===== src/rtl/input_conditioner_pkg.sv =====
// rtl/input_conditioner_pkg.sv - channel indices and debounce defaults shared with the controller top
package input_conditioner_pkg;

    localparam int N_CH_DEF       = 3;
    localparam int DEB_CYCLES_DEF = 16;

    localparam int CH_ASP = 0;
    localparam int CH_GOT = 1;
    localparam int CH_ADB = 2;

endpackage


===== src/rtl/input_conditioner_if.sv =====
// rtl/input_conditioner_if.sv - raw switch inputs and conditioned level/edge outputs
interface input_conditioner_if #(
    parameter int N_CH = 3
);
    logic [N_CH-1:0] raw_in;
    logic [N_CH-1:0] clean;
    logic [N_CH-1:0] rise;
    logic [N_CH-1:0] fall;
    logic            busy;

    modport master (
        output raw_in,
        input  clean, rise, fall, busy
    );

    modport slave (
        input  raw_in,
        output clean, rise, fall, busy
    );
endinterface


===== src/rtl/debounce_channel.sv =====
// rtl/debounce_channel.sv - one-bit 2-flop synchronizer, debounce counter and edge pulses
module debounce_channel
    import input_conditioner_pkg::*;
#(
    parameter int DEB_CYCLES = DEB_CYCLES_DEF,
    parameter bit INVERT     = 1'b0
) (
    input  logic clock,
    input  logic reset,
    input  logic raw,
    output logic clean,
    output logic rise,
    output logic fall,
    output logic settling
);
    localparam int CNT_W = $clog2(DEB_CYCLES);
    localparam logic [CNT_W-1:0] CNT_LAST = CNT_W'(DEB_CYCLES - 1);

    logic             s1;
    logic             s2;
    logic             level;
    logic [CNT_W-1:0] cnt;

    always_ff @(posedge clock or negedge reset) begin
        if (!reset) begin
            s1 <= 1'b0;
            s2 <= 1'b0;
        end else begin
            s1 <= raw;
            s2 <= s1;
        end
    end

    // Polarity is applied after the synchronizer so an idle-high active-low input settles at 0.
    assign level = s2 ^ INVERT;

    always_ff @(posedge clock or negedge reset) begin
        if (!reset) begin
            cnt   <= '0;
            clean <= 1'b0;
            rise  <= 1'b0;
            fall  <= 1'b0;
        end else begin
            rise <= 1'b0;
            fall <= 1'b0;
            if (level == clean) begin
                cnt <= '0;
            end else if (cnt == CNT_LAST) begin
                cnt   <= '0;
                clean <= level;
                rise  <= level;
                fall  <= ~level;
            end else begin
                cnt <= cnt + 1'b1;
            end
        end
    end

    assign settling = (cnt != '0);

endmodule


===== src/rtl/input_conditioner.sv =====
// rtl/input_conditioner.sv - debounced switch front end; INPUT_INVERT_EN selects active-low raw inputs
module input_conditioner
    import input_conditioner_pkg::*;
#(
    parameter int N_CH       = N_CH_DEF,
    parameter int DEB_CYCLES = DEB_CYCLES_DEF
) (
    input  logic          clock,
    input  logic          reset,
    input_conditioner_if.slave bus
);
`ifdef INPUT_INVERT_EN
    localparam bit INVERT = 1'b1;
`else
    localparam bit INVERT = 1'b0;
`endif

    logic [N_CH-1:0] clean_v;
    logic [N_CH-1:0] rise_v;
    logic [N_CH-1:0] fall_v;
    logic [N_CH-1:0] settling;

    for (genvar gi = 0; gi < N_CH; gi++) begin : g_ch
        debounce_channel #(
            .DEB_CYCLES (DEB_CYCLES),
            .INVERT     (INVERT)
        ) u_ch (
            .clock    (clock),
            .reset    (reset),
            .raw      (bus.raw_in[gi]),
            .clean    (clean_v[gi]),
            .rise     (rise_v[gi]),
            .fall     (fall_v[gi]),
            .settling (settling[gi])
        );
    end

    assign bus.clean = clean_v;
    assign bus.rise  = rise_v;
    assign bus.fall  = fall_v;
    assign bus.busy  = |settling;

endmodule


===== src/flat_wrapper.sv =====
// flat-port wrapper written by rule: the top's interface ports become plain ports
module input_conditioner_flat import input_conditioner_pkg::*;
#(
    parameter int N_CH       = N_CH_DEF,
    parameter int DEB_CYCLES = DEB_CYCLES_DEF
)
  (clock, reset, bus_raw_in, bus_clean, bus_rise, bus_fall, bus_busy);
  input_conditioner_if #(.N_CH(N_CH)) bus_i ();
  input  logic clock;
  input  logic reset;
  input wire logic [$bits(bus_i.raw_in)-1:0] bus_raw_in;
  output wire logic [$bits(bus_i.clean)-1:0] bus_clean;
  output wire logic [$bits(bus_i.rise)-1:0] bus_rise;
  output wire logic [$bits(bus_i.fall)-1:0] bus_fall;
  output wire logic [$bits(bus_i.busy)-1:0] bus_busy;
  assign bus_i.raw_in = bus_raw_in;
  assign bus_clean = bus_i.clean;
  assign bus_rise = bus_i.rise;
  assign bus_fall = bus_i.fall;
  assign bus_busy = bus_i.busy;
  input_conditioner #(.N_CH(N_CH), .DEB_CYCLES(DEB_CYCLES)) u_core (.clock(clock), .reset(reset), .bus(bus_i));
endmodule

===== config.mk =====
export PLATFORM = sky130hd
export DESIGN_NAME = input_conditioner_flat
export DESIGN_NICKNAME = d
export VERILOG_FILES = /design/src/rtl/input_conditioner_pkg.sv /design/src/rtl/input_conditioner_if.sv /design/src/rtl/debounce_channel.sv /design/src/rtl/input_conditioner.sv /design/src/flat_wrapper.sv
export SDC_FILE = /design/constraint.sdc
export NUM_CORES = 1
export LEC_CHECK = 0
export CAP_MARGIN = 30
export CORE_MARGIN = 2
export CORE_UTILIZATION = 56
export DETAILED_ROUTE_END_ITERATION = 16
export GPL_ROUTABILITY_DRIVEN = 0
export PLACE_DENSITY_LB_ADDON = 0.3
export SLEW_MARGIN = 20
export SYNTH_ARGS = -nofsm -noshare
export SYNTH_HDL_FRONTEND = slang
export SYNTH_SLANG_ARGS = --single-unit

===== constraint.sdc =====
create_clock -name clock -period 2.2 [get_ports clock]
set_input_delay 0.33 -clock clock [delete_from_list [all_inputs] [get_ports clock]]
set_output_delay 0.33 -clock clock [all_outputs]
set_load 0.005 [all_outputs]

==> results_dict.tcl <==
set metrics [dict create \
    mappedNetlistArea_um2 1141 \
    clkLatencyLatePin_ns 0.32 \
    yosysWarnings 0 \
    fin_cells 132 \
    cts-htree-levels 1 \
    grt_usage_pct 16.01 \
    finalWorstSetupSlack_ns 0.1603 \
    fin_crit_ns 2.040 \
    cts_buffer_depth 2 \
    n_fill_cell 152 \
    synth_compound_area_share_pct 4.715 \
    preCtsSetupSlack_ns 0.1254 \
    synth_nets 104 \
    drive_gt1_share_pct 13.33 \
    drc 0 \
    start_kind "flop" \
    reg2reg_to "u_core.g_ch[1].u_ch.clean" \
    cts.sinks 27 \
    dr.pass1.iters 4 \
    grt_pass1_vias 675 \
    ys_seq_area_share_pct 59.21 \
    outcome "complete, no violations" \
    wl_per_cell_um 12.39 \
    p_leak_uw 0.0005723 \
    cts_buffers 3 \
    final_common_cell "dfrtp_1" \
    synth-adder-area-share_pct 6.579 \
    grt_antenna_before_repair 0 \
    setup_viol 0 \
    synth_area_per_cell_um2 12.27 \
    ant_nets 0 \
    overflow 0 \
    critical_path_arrival_ns 1.71 \
    rows 16 \
    place_inst 126 \
    grt_pass1_wl_um 2898 \
    die_y_um 49.14 \
    synth_xor_area_share_pct 4.605 \
    synth_largest_area_cell "dfrtp_1" \
    regArea_um2 675.6 \
    rsz0062_at_grt "false" \
    syn_inst 93 \
    p_per_area_nw_per_um2 628.3 \
    slew_viol_final 0 \
    worstReg2RegStart "u_core.g_ch[1].u_ch.cnt[0]" \
    hold_violations 0 \
    cap_violations 0 \
    vias 678 \
    io_pins 15 \
    syn_to_final_growth_pct 13.93 \
    cts-root-buf "clkbuf_4" \
    via_per_inst 5.136 \
    synth.distinct_cells 18 \
    clk_pin_slew_ns 0.13 \
    total_power_uw 816.8 \
    end_kind "primary output" \
    synth_area_leaders "dfrtp_1 (59%), ha_1 (6.6%), buf_4 (5.9%)" \
    crit_type "reg -> out" \
    clock_skew_ns 0.003131 \
    die_x_um 49.14 \
    drtIter0Drc 4 \
    fmax_mhz 490.3 \
    diodes 0 \
    grt_max_degree 28 \
    port_buffers 14 \
    tritoncts "yes" \
    max-slew-margin-rel_pct 74.29 \
    crit_fanout 2 \
    r2r_slack_ns 0.82 \
    tns_ns 0 \
    synth_top_family_by_area "simple AND/OR/NAND/NOR gates" \
    fin_nets 117 \
    wl_um 1636 \
    core_um2 1942 \
    synth.mux.area_fraction_pct 2.961 \
    worstRegToRegCells 4 \
    holdCritPathClass "in -> async" \
    dieArea_um2 2415 \
    dp_hpwl_um 1145 \
    yosys.area_share.simple_pct 13.05 \
    ys_ff_latch 27 \
    multi_input_area_um2 372.9 \
    synth.top_cell.area_share_pct 59.21 \
    start_util_pct 58.76 \
    post-route-period-util_pct 92.71 \
    cp.required_ns 1.87 \
    max-vdd-ir-drop_v 0.0004422 \
    final_cell_mix "dfrtp_1 (27), clkdlybuf4s50_1 (13), nor3b_1 (8)" \
    tightest_slew_ns 0.3829 \
]
-- critical path, stage by stage, from the launching register on --
cell and delay (ns):
dfrtp_1 0.41, inv_2 0.07, ha_1 0.13, or4b_4 0.45
nor3_2 0.11, nand4_1 0.11, clkbuf_2 0.12
-- layer usage --
metal / up-vias / GRT usage [%] / wire length, µm
met5: - / 0 / 0
met4: 0 / 8.571 / 35
met3: 5 / 3.988 / 59
met2: 12 / 25.23 / 807
met1: 331 / 20.34 / 733
li1: 330 / - / -
-- logic make-up (layout without fill, tap and decap cells) --
family / Yosys count / count (layout)
flip-flops: 27 / 27
AND/OR/NAND/NOR: 23 / 23
multiplexers: 3 / 3
buffers and inverters: 18 / 30
XOR/XNOR: 6 / 6
AO/OA/AOI/OAI: 10 / 10
adder cells (fa/ha/maj): 6 / 6
-- report_power, final --
group	total (µW)	internal (µW)	switching (µW)
logic	78.7	40.1	38.7
registers	532	515	16.9
clock network	206	71.0	135
-- cell usage after synthesis --
master	number
o21ai_0	3
nor2_1	3
nand4_1	1
a311oi_1	1
or4b_1	1
inv_2	1
inv_1	8
a21oi_1	6
buf_4	9
xnor2_1	6
nor3_1	1
nor3b_1	8
dfrtp_1	27
mux2_2	3
nand3_1	3
ha_1	6
or4_1	3
nor2b_1	3
-- metrics by stage --
stage          hold slack [ns]  area [µm²]  util, %
2_1_floorplan          0.03441        1141        -
3_3_place_gp            0.3334        1255    64.63
3_5_place_dp            0.3381        1255    64.63
4_1_cts                 0.3657        1305    67.20
5_1_grt                 0.3767        1300    66.95
6_report                0.3567        1300    66.95
-- flip-flops by register name (all words and copies together) (netlist names) --
signal                  count
u_core.g_ch.u_ch.clean      3
u_core.g_ch.u_ch.cnt       12
u_core.g_ch.u_ch.fall       3
u_core.g_ch.u_ch.level      3
u_core.g_ch.u_ch.s1         3
u_core.g_ch.u_ch.rise       3
-- worst max path at each step --
| stage | startpoint | end | slack, ns | cells past startpoint |
|---|---|---|---|---|
| floorplan | u_core.g_ch[1].u_ch.cnt[0] | bus_busy | 0.63 | 5 |
| global placement | u_core.g_ch[1].u_ch.cnt[0] | bus_busy | 0.16 | 6 |
| detailed placement | u_core.g_ch[1].u_ch.cnt[0] | bus_busy | 0.13 | 6 |
| CTS | u_core.g_ch[1].u_ch.cnt[0] | bus_busy | 0.05 | 6 |
| global route | u_core.g_ch[1].u_ch.cnt[0] | bus_busy | 0.02 | 6 |
| finish | u_core.g_ch[1].u_ch.cnt[0] | bus_busy | 0.16 | 6 |
-- what timing repair did --
action                     in CTS  in global routing
setup endpoints to repair       1                  1
gates resized for setup         4                  2
hold buffers                    0                  0
buffers inserted                2                  0
-- layout make-up --
class                           instances  area share (%)
Clock buffer                            4           2.021
Sequential cell                        27           51.97
Inverter                                9           2.599
Multi-Input combinational cell         48           28.68
Tap cell                               27           2.599
Timing Repair Buffer                   17           12.13
Power figures use the tool's default switching activity.
